==> config.mk <==
export PLATFORM = sky130hd
export DESIGN_NAME = led_fade_pwm
export DESIGN_NICKNAME = d
export VERILOG_FILES = /design/src/rtl/led_fade_pwm.sv
export SDC_FILE = /design/constraint.sdc
export NUM_CORES = 1
export LEC_CHECK = 0
export BUFFER_PORTS_ARGS = -buffer_cell sky130_fd_sc_hd__clkbuf_2
export CAP_MARGIN = 20
export CORE_ASPECT_RATIO = 1.75
export CORE_UTILIZATION = 25
export DETAILED_ROUTE_END_ITERATION = 10
export PLACE_DENSITY = 0.4
export SYNTH_ARGS = -nofsm -noshare
export SYNTH_HDL_FRONTEND = slang
export SYNTH_SLANG_ARGS = --single-unit
==> constraint.sdc <==
create_clock -name clk -period 2.1 [get_ports clk]
set_input_delay 0.42 -clock clk [delete_from_list [all_inputs] [get_ports clk]]
set_output_delay 0.42 -clock clk [all_outputs]
set_load 0.1 [all_outputs]
==> src/rtl/led_fade_pwm.sv <==
// LED fade driver: registers the upstream on/off request and ramps a PWM duty
// between 0 and full scale, one LSB per prescaler tick, instead of hard-switching.
module led_fade_pwm #(
  parameter int PWM_BITS = 8,
  parameter int STEP_DIV = 390625
) (
  input  logic                clk,
  input  logic                rst_n,
  input  logic                led_req,
  input  logic                enable,
  output logic                pwm_out,
  output logic [PWM_BITS-1:0] duty,
  output logic                busy
);

  localparam logic [PWM_BITS-1:0] MAX = {PWM_BITS{1'b1}};
  localparam int PRESC_W = $clog2(STEP_DIV);
  localparam logic [PRESC_W-1:0] PRESC_LAST = PRESC_W'(STEP_DIV - 1);

  localparam logic [1:0] ST_OFF  = 2'd0;
  localparam logic [1:0] ST_RISE = 2'd1;
  localparam logic [1:0] ST_ON   = 2'd2;
  localparam logic [1:0] ST_FALL = 2'd3;

  logic [1:0]          state_q, state_d;
  logic                req_q, req_d;
  logic [PWM_BITS-1:0] duty_q, duty_d;
  logic [PWM_BITS-1:0] duty_act_q, duty_act_d;
  logic [PWM_BITS-1:0] pwm_cnt_q, pwm_cnt_d;
  logic [PRESC_W-1:0]  presc_q, presc_d;
  logic                pwm_out_q, pwm_out_d;
  logic                tick;
  logic                ramping, ramping_next;

  always_comb begin
    // NOTE: every combinational output gets a default first so no path can infer a latch.
    req_d      = led_req;
    state_d    = state_q;
    duty_d     = duty_q;
    tick       = (presc_q == PRESC_LAST);

    // Reversal has priority over the end-of-ramp test, which has priority over a step,
    // so duty saturates at 0 and MAX without any explicit clamp.
    case (state_q)
      ST_OFF:  if (req_q) state_d = ST_RISE;
      ST_RISE: begin
        if (!req_q)              state_d = ST_FALL;
        else if (duty_q == MAX)  state_d = ST_ON;
        else if (tick)           duty_d  = duty_q + 1'b1;
      end
      ST_ON:   if (!req_q) state_d = ST_FALL;
      ST_FALL: begin
        if (req_q)               state_d = ST_RISE;
        else if (duty_q == '0)   state_d = ST_OFF;
        else if (tick)           duty_d  = duty_q - 1'b1;
      end
      default: state_d = ST_OFF;
    endcase

    // Prescaler runs uninterrupted across RISE<->FALL reversals and idles at 0 otherwise.
    ramping      = (state_q == ST_RISE) || (state_q == ST_FALL);
    ramping_next = (state_d == ST_RISE) || (state_d == ST_FALL);
    if (ramping && ramping_next) presc_d = tick ? '0 : presc_q + 1'b1;
    else                         presc_d = '0;

    // Duty is only sampled at the period boundary so a period is never truncated.
    pwm_cnt_d  = pwm_cnt_q + 1'b1;
    duty_act_d = (pwm_cnt_q == MAX) ? duty_q : duty_act_q;
    pwm_out_d  = enable & ((duty_act_q == MAX) | (pwm_cnt_q < duty_act_q));
  end

  always_ff @(posedge clk or negedge rst_n) begin
    if (!rst_n) begin
      state_q    <= ST_OFF;
      req_q      <= 1'b0;
      duty_q     <= '0;
      duty_act_q <= '0;
      pwm_cnt_q  <= '0;
      presc_q    <= '0;
      pwm_out_q  <= 1'b0;
    end else begin
      // NOTE: non-blocking assignments so every flop samples pre-edge values.
      state_q    <= state_d;
      req_q      <= req_d;
      duty_q     <= duty_d;
      duty_act_q <= duty_act_d;
      pwm_cnt_q  <= pwm_cnt_d;
      presc_q    <= presc_d;
      pwm_out_q  <= pwm_out_d;
    end
  end

  assign pwm_out = pwm_out_q;
  assign duty    = duty_q;
  assign busy    = (state_q == ST_RISE) || (state_q == ST_FALL);

endmodule

==> reports/metrics.yaml, run 1 <==
placement:
  portBuffers: 13
  dp_cells: 423
  dp.final_hpwl_mm: 4.63
  pre_cts_slack_ns: -0.0430
  gp_congestion: 0.723
clock_tree:
  ctsRootBufferMaster: "clkbuf_16"
  cts_tree: "done"
  clkSinkCount: 47
  cts.path.max_buffers: 2
  path_clk_slew_ns: 0.07
  insertion_delay_ns: 0.29
  htreeDepth: 2
  cts_buffers: 5
logic_synthesis:
  synth_warnings: 0
  synth-simple-area-share: 0.192
  synth-seq-cells: 47
  ys.flop_type: "dfrtp_1"
  syn-instance-count: 259
  synthArstFlopShare: 1.00
  synth_top_area_cell: "dfrtp_1"
  synth_top_family_by_area: "simple AND/OR/NAND/NOR gates"
  ys_types: 44
  yosysSeqAreaShare: 0.466
  syn_nets: 280
  synth_area_leaders: "dfrtp_1, ha_1, xnor2_1, nand2_1, nor2_1"
  synth.avg_cell_area_um2: 9.75
  synthMuxAreaShare: 0.00446
  yosysTopAreaCellShare: 0.466
  mappedNetlistArea_um2: 2530
  synth_compound_area_frac: 0.113
  synth_edf_count: 0
  synthXorXnorAreaFrac: 0.0966
  yosys.area_share.adder: 0.0872
sta:
  worstMarginPinSlew_ns: 0.687
  timing.fmax_ghz: 0.476
  drv_slew: 0
  finalSetupViolCount: 1
  hold_viol: 0
  finalSetupTns_ns: -0.00183
  fin_crit_ns: 2.10
  finalCritPeriodShare: 1.00
  fin_ws_ns: -0.00183
  finalClockSkew_ns: 0.00584
  rsz0062_at_grt: "yes"
  slew_headroom: 0.542
die:
  die_h_um: 135
  die_width_um: 78.0
  initial_core_util: 0.256
  dieArea_um2: 10500
  core_area_um2: 9850
  core.rowCount: 48
  ios: 14
power:
  clkPwrFrac: 0.321
  pwr-share-seq: 0.391
  p_leak_uw: 0.00143
  p_switching_uw: 803
  ir_drop_mv: 0.343
  combinationalPowerShare: 0.288
  switching_share: 0.323
  p_int_uw: 1690
  p_per_area_nw_per_um2: 791
critical_path:
  crit_required_ns: 2.32
  cp_data_arrival_time_ns: 2.32
  endpoint_kind: "register"
  crit_fanout: 14
  critPathLaunchType: "register"
  worstSetupPathType: "reg -> reg"
hold_path:
  holdCritPathClass: "in -> async"
outcome:
  outcome: "finished with violations"
  violations: "negative setup slack"
cells_and_area:
  final_common_cell: "dfrtp_1"
  stdcell_count: 431
  antennaDiodeCount: 0
  final_cell_mix: "dfrtp_1, buf_4, nor2_1, nand2_1, ha_1"
  drive_gt1_frac: 0.258
  fin_nets: 326
  area_delta_synth_final_pct: 24.5
detailed_routing:
  ant_nets: 0
  wl_mm: 5.91
  drc: 0
  avgViaCountPerCell: 4.47
  drtIter0Drc: 68
  first_pass_iters: 4
  vias: 1927
  wl_per_cell_um: 13.7
global_routing:
  grt_antenna_before_repair: 0
  grt_overflow: 0
  grt_usage: 0.129
  grt_pass1_wl_mm: 10.2
  grt_start_max_net_pins: 27
  grt_pass1_vias: 2054
run:
  cap_violations: 0
## critical path, cell delays in order (launching register included)
cell     delay, ns
dfrtp_1       0.38
or3_1         0.37
or4_4         0.54
or3_4         0.46
nor2_2        0.13
xor2_1        0.14
## what timing repair did
| action | CTS | global route |
|---|---|---|
| hold buffers | 0 | 0 |
| setup buffers | 1 | 0 |
| gates resized for setup | 3 | 1 |
| endpoints found under the setup margin | 5 | 8 |
| pin swaps | 2 | 0 |
| endpoints found under the hold margin | 0 | 0 |
## cell families after synthesis
group,count (synthesis)
flops,47
compound gates,41
xor+xnor,27
fa+ha+maj,17
simple gates,102
buf+inv,24
mux,1
## area by class of cell
| cell class | instances | area, um^2 |
|---|---|---|
| clock buffer | 6 | 129 |
| clock inverter | 2 | 12.5 |
| fill | 1092 | 6710 |
| inverter | 17 | 63.8 |
| multi-input combinational | 188 | 1260 |
| sequential | 47 | 1190 |
| tap | 125 | 156 |
| timing repair buffer | 46 | 325 |
## per-layer routing
| layer | up-vias | global-route usage | part of all wire |
|---|---|---|---|
| li1 | 974 | - | - |
| met1 | 930 | 0.131 | 0.39 |
| met2 | 17 | 0.253 | 0.58 |
| met3 | 6 | 0.0203 | 0.016 |
| met4 | 0 | 0.0586 | 0.022 |
| met5 | - | 0 | 0 |
## per-stage QoR
| stage | area, um^2 | total power, uW | util | hold WS (ns) |
|---|---|---|---|---|
| 2_1_floorplan | 2560 | 1410 | - | 0.124 |
| 3_3_place_gp | 3000 | 1720 | 0.305 | 0.493 |
| 3_5_place_dp | 3000 | 1720 | 0.305 | 0.490 |
| 4_1_cts | 3140 | 2530 | 0.319 | 0.183 |
| 5_1_grt | 3140 | 2630 | 0.319 | 0.213 |
| 6_report | 3140 | 2490 | 0.319 | 0.158 |
## sequential cells by signal (all words and copies together) (netlist names)
| name | flops |
|---|---|
| req_q | 1 |
| duty_act_q | 8 |
| presc_q | 19 |
| pwm_cnt_q | 8 |
| duty | 8 |
| state_q | 2 |
| pwm_out | 1 |
## final timing paths
check | slack (ns) | cells past startpoint | to | start
worst min-delay path | 0.16 | 1 | presc_q[0] | rst_n
worst min register to register | 0.51 | 1 | pwm_cnt_q[7] | pwm_cnt_q[7]
max in group asynchronous | 1.29 | 2 | pwm_cnt_q[2] | rst_n
worst max register to register | -0.002 | 5 | duty[7] | presc_q[4]
min in group clk | 0.23 | 1 | req_q | led_req
worst max-delay path | -0.002 | 5 | duty[7] | presc_q[4]
## cell usage after synthesis (2+ instances only)
library cell,n
dfrtp_1,47
nand2_1,30
nor2_1,29
ha_1,16
inv_1,16
xnor2_1,15
o21ai_0,12
xor2_1,11
nand3_1,9
and3_1,6
nor3_1,6
o21a_1,6
a21oi_1,5
clkbuf_1,5
nand4_1,4
nor4_1,4
o21ai_2,3
o31ai_2,3
or3_1,3
a211oi_1,2
a21o_1,2
buf_6,2
or4_1,2
## power groups by stage
stage / registers, uW / clock network [uW] / logic, uW
after global routing: 978 / 855 / 800
final: 973 / 799 / 717
after global placement: 985 / 0 / 732
after detailed placement: 987 / 0 / 728
after floorplan: 1010 / 0 / 396
after CTS: 973 / 825 / 735
No activity file was read; power rests on OpenSTA's default activity.
==> inputs of run 2 (changes only) <==
--- a/config.mk
+++ b/config.mk
@@ -6,7 +6,6 @@
 export NUM_CORES = 1
 export LEC_CHECK = 0
 export BUFFER_PORTS_ARGS = -buffer_cell sky130_fd_sc_hd__clkbuf_2
-export CAP_MARGIN = 20
 export CORE_ASPECT_RATIO = 1.75
 export CORE_UTILIZATION = 25
 export DETAILED_ROUTE_END_ITERATION = 10
==> constraint.sdc (replaced) <==
create_clock -name clk -period 2.1 [get_ports clk]
set_input_delay 0.315 -clock clk [delete_from_list [all_inputs] [get_ports clk]]
set_output_delay 0.315 -clock clk [all_outputs]
set_load 0.1 [all_outputs]
==> reports/metrics.yaml, run 2 (synthesis gave the netlist of run 1 again) <==
outcome:
  outcome: "finished with violations"
  violations: "negative hold slack, negative setup slack"
critical_path:
  crit_chain: "or3_1, or4_4, or3_4, nor2_2, xor2_1"
  ff2ff_path_depth: 5  # unchanged
  crit_slowest_cell: "or4_4"
  r2r_end: "duty[7]"
  regToRegSetupSlack_ns: -0.008  # about the same
  slowest_delay_ns: 0.58  # +0.04 ns
  cp-startpoint: "presc_q[4]"
  r2r_start: "presc_q[4]"
  cp_top_family: "simple AND/OR/NAND/NOR gates"
  endpoint_kind: "register"
  worstSetupPathType: "reg -> reg"
  crit_cells: 5  # unchanged
  crit_required_ns: 2.31  # about the same
  crit_end: "duty[7]"
  critPathLaunchType: "register"
  cp_data_arrival_time_ns: 2.32  # about the same
  crit_buf_inv: 0  # unchanged
  crit_fanout: 7  # -7
clock_tree:
  cts.path.max_buffers: 2  # unchanged
  cts_tree: "done"
  ctsRootBufferMaster: "clkbuf_16"
  clkSinkCount: 47  # unchanged
  insertion_delay_ns: 0.29  # about the same
  path_clk_slew_ns: 0.07  # about the same
  cts_buffers: 5  # unchanged
  htreeDepth: 2  # unchanged
power:
  p_leak_uw: 0.00143  # +0.52%
  p_int_uw: 1730  # +2.4%
  clkPwrFrac: 0.324  # +0.003
  switching_share: 0.317  # -0.00582
  p_total_uw: 2530  # +1.6%
  p_per_area_nw_per_um2: 797  # +0.64%
  combinationalPowerShare: 0.292  # +0.004
  pwr-share-seq: 0.384  # -0.007
  p_switching_uw: 801  # -0.27%
  ir_drop_mv: 0.374  # +8.8%
cells_and_area:
  area_delta_synth_final_pct: 25.6
  fin_nets: 325  # -0.31%
  largest_reg_flops: 19  # unchanged
  final_util: 0.322  # +0.00292
  antennaDiodeCount: 0  # unchanged
  drive_gt1_frac: 0.262  # +0.00413
  largest_register: "presc_q"
  final_common_cell: "dfrtp_1"
  final_cell_mix: "dfrtp_1, nor2_1, buf_4, nand2_1, ha_1"
detailed_routing:
  first_pass_iters: 4  # unchanged
  vias: 1946  # +0.99%
  drtIter0Drc: 78  # +15%
  wl_mm: 6.06  # +2.5%
  avgViaCountPerCell: 4.53  # +1.2%
  ant_nets: 0  # unchanged
  wl_per_cell_um: 14.1  # +2.8%
  drc: 0  # unchanged
die:
  initial_core_util: 0.256  # unchanged
  dieArea_um2: 10500  # unchanged
  die_h_um: 135  # unchanged
  core_area_um2: 9850  # unchanged
  die_width_um: 78.0  # unchanged
  ios: 14  # unchanged
  core.rowCount: 48  # unchanged
sta:
  timing.fmax_ghz: 0.474  # -0.29%
  finalCritPeriodShare: 1.00  # +0.00289
  hold_ws_ns: -0.000167  # -0.159 ns
  finalSetupViolCount: 1  # unchanged
  finalClockSkew_ns: 0.00460  # -0.00125 ns
  fin_crit_ns: 2.11  # +0.00607 ns
  worstMarginPinSlew_ns: 0.533  # -0.154 ns
  rsz0062_at_grt: "yes"
  hold_viol: 1  # +1
  drv_slew: 0  # unchanged
  slew_headroom: 0.641  # +0.0991
  fin_ws_ns: -0.00790  # -0.00607 ns
global_routing:
  grt_overflow: 0  # unchanged
  grt_pass1_wl_mm: 10.1  # -1.1%
  grt_antenna_before_repair: 0  # unchanged
  grt_start_max_net_pins: 30  # +11%
  grt_pass1_vias: 2065  # +0.54%
  grt_usage: 0.128  # -0.00186
run:
  cap_violations: 0  # unchanged
placement:
  dp.final_hpwl_mm: 4.62  # -0.29%
  portBuffers: 13  # unchanged
  gp_congestion: 0.758  # +4.9%
hold_path:
  holdCritPathClass: "in -> async"
-- run 2: routing by layer --
| metal | track usage | share of wire | up-vias |
|---|---|---|---|
| met1 | 0.127 | 0.37 | 946 |
| met4 | 0.0525 | 0.020 | 0 |
| li1 | - | - | 975 |
| met2 | 0.253 | 0.59 | 19 |
| met3 | 0.0216 | 0.017 | 6 |
| met5 | 0 | 0 | - |
-- run 2: worst register-to-register path, cell delays in order (launching register included) --
cell     delay (ns)
dfrtp_1        0.38
or3_1          0.36
or4_4          0.58
or3_4          0.46
nor2_2         0.11
xor2_1         0.14
-- run 2: area by class of cell --
cell class / count / area (um^2)
clock buffers: 7 / 143
clock inverters: 1 / 8.76
fillers: 1098 / 6680
inverters: 17 / 63.8
multi-input cells: 189 / 1280
flip-flops and latches: 47 / 1190
well taps: 125 / 156
repair buffers: 44 / 323
-- run 2: what timing repair did --
item / in CTS / in global routing
gates cloned: 0 / 1
endpoints found under the setup margin: 8 / 7
buffers inserted: 0 / 1
hold buffers: 0 / 0
gates resized for setup: 3 / 4
pin swaps: 2 / 3
-- run 2: worst min-delay path by stage --
stage | startpoint | endpoint | cells past startpoint
final | rst_n | req_q | 1
after global routing | rst_n | req_q | 1
after CTS | rst_n | req_q | 1
after detailed placement | rst_n | presc_q[0] | 1
after global placement | rst_n | presc_q[0] | 1
after floorplan | rst_n | duty[1] | 0
-- run 2: through the flow --
step	setup WS [ns]	cell area (um^2)	instances	setup TNS, ns	hold WS [ns]
2_1_floorplan	-0.0203	2560	259	-0.0863	0.0194
6_report	-0.00790	3170	430	-0.00790	-0.000167
5_1_grt	-0.0775	3170	430	-0.300	0.0350
3_3_place_gp	-0.0534	3000	421	-0.169	0.337
3_5_place_dp	-0.0738	3000	421	-0.243	0.335
4_1_cts	-0.0158	3140	428	-0.0193	0.0209
-- run 2: power by group through the flow --
stage                     Clock, uW  Combinational, uW  Sequential [uW]
after CTS                       851                743              969
after global placement            0                736              985
final                           819                737              972
after floorplan                   0                396             1010
after global routing            881                819              977
after detailed placement          0                737              986
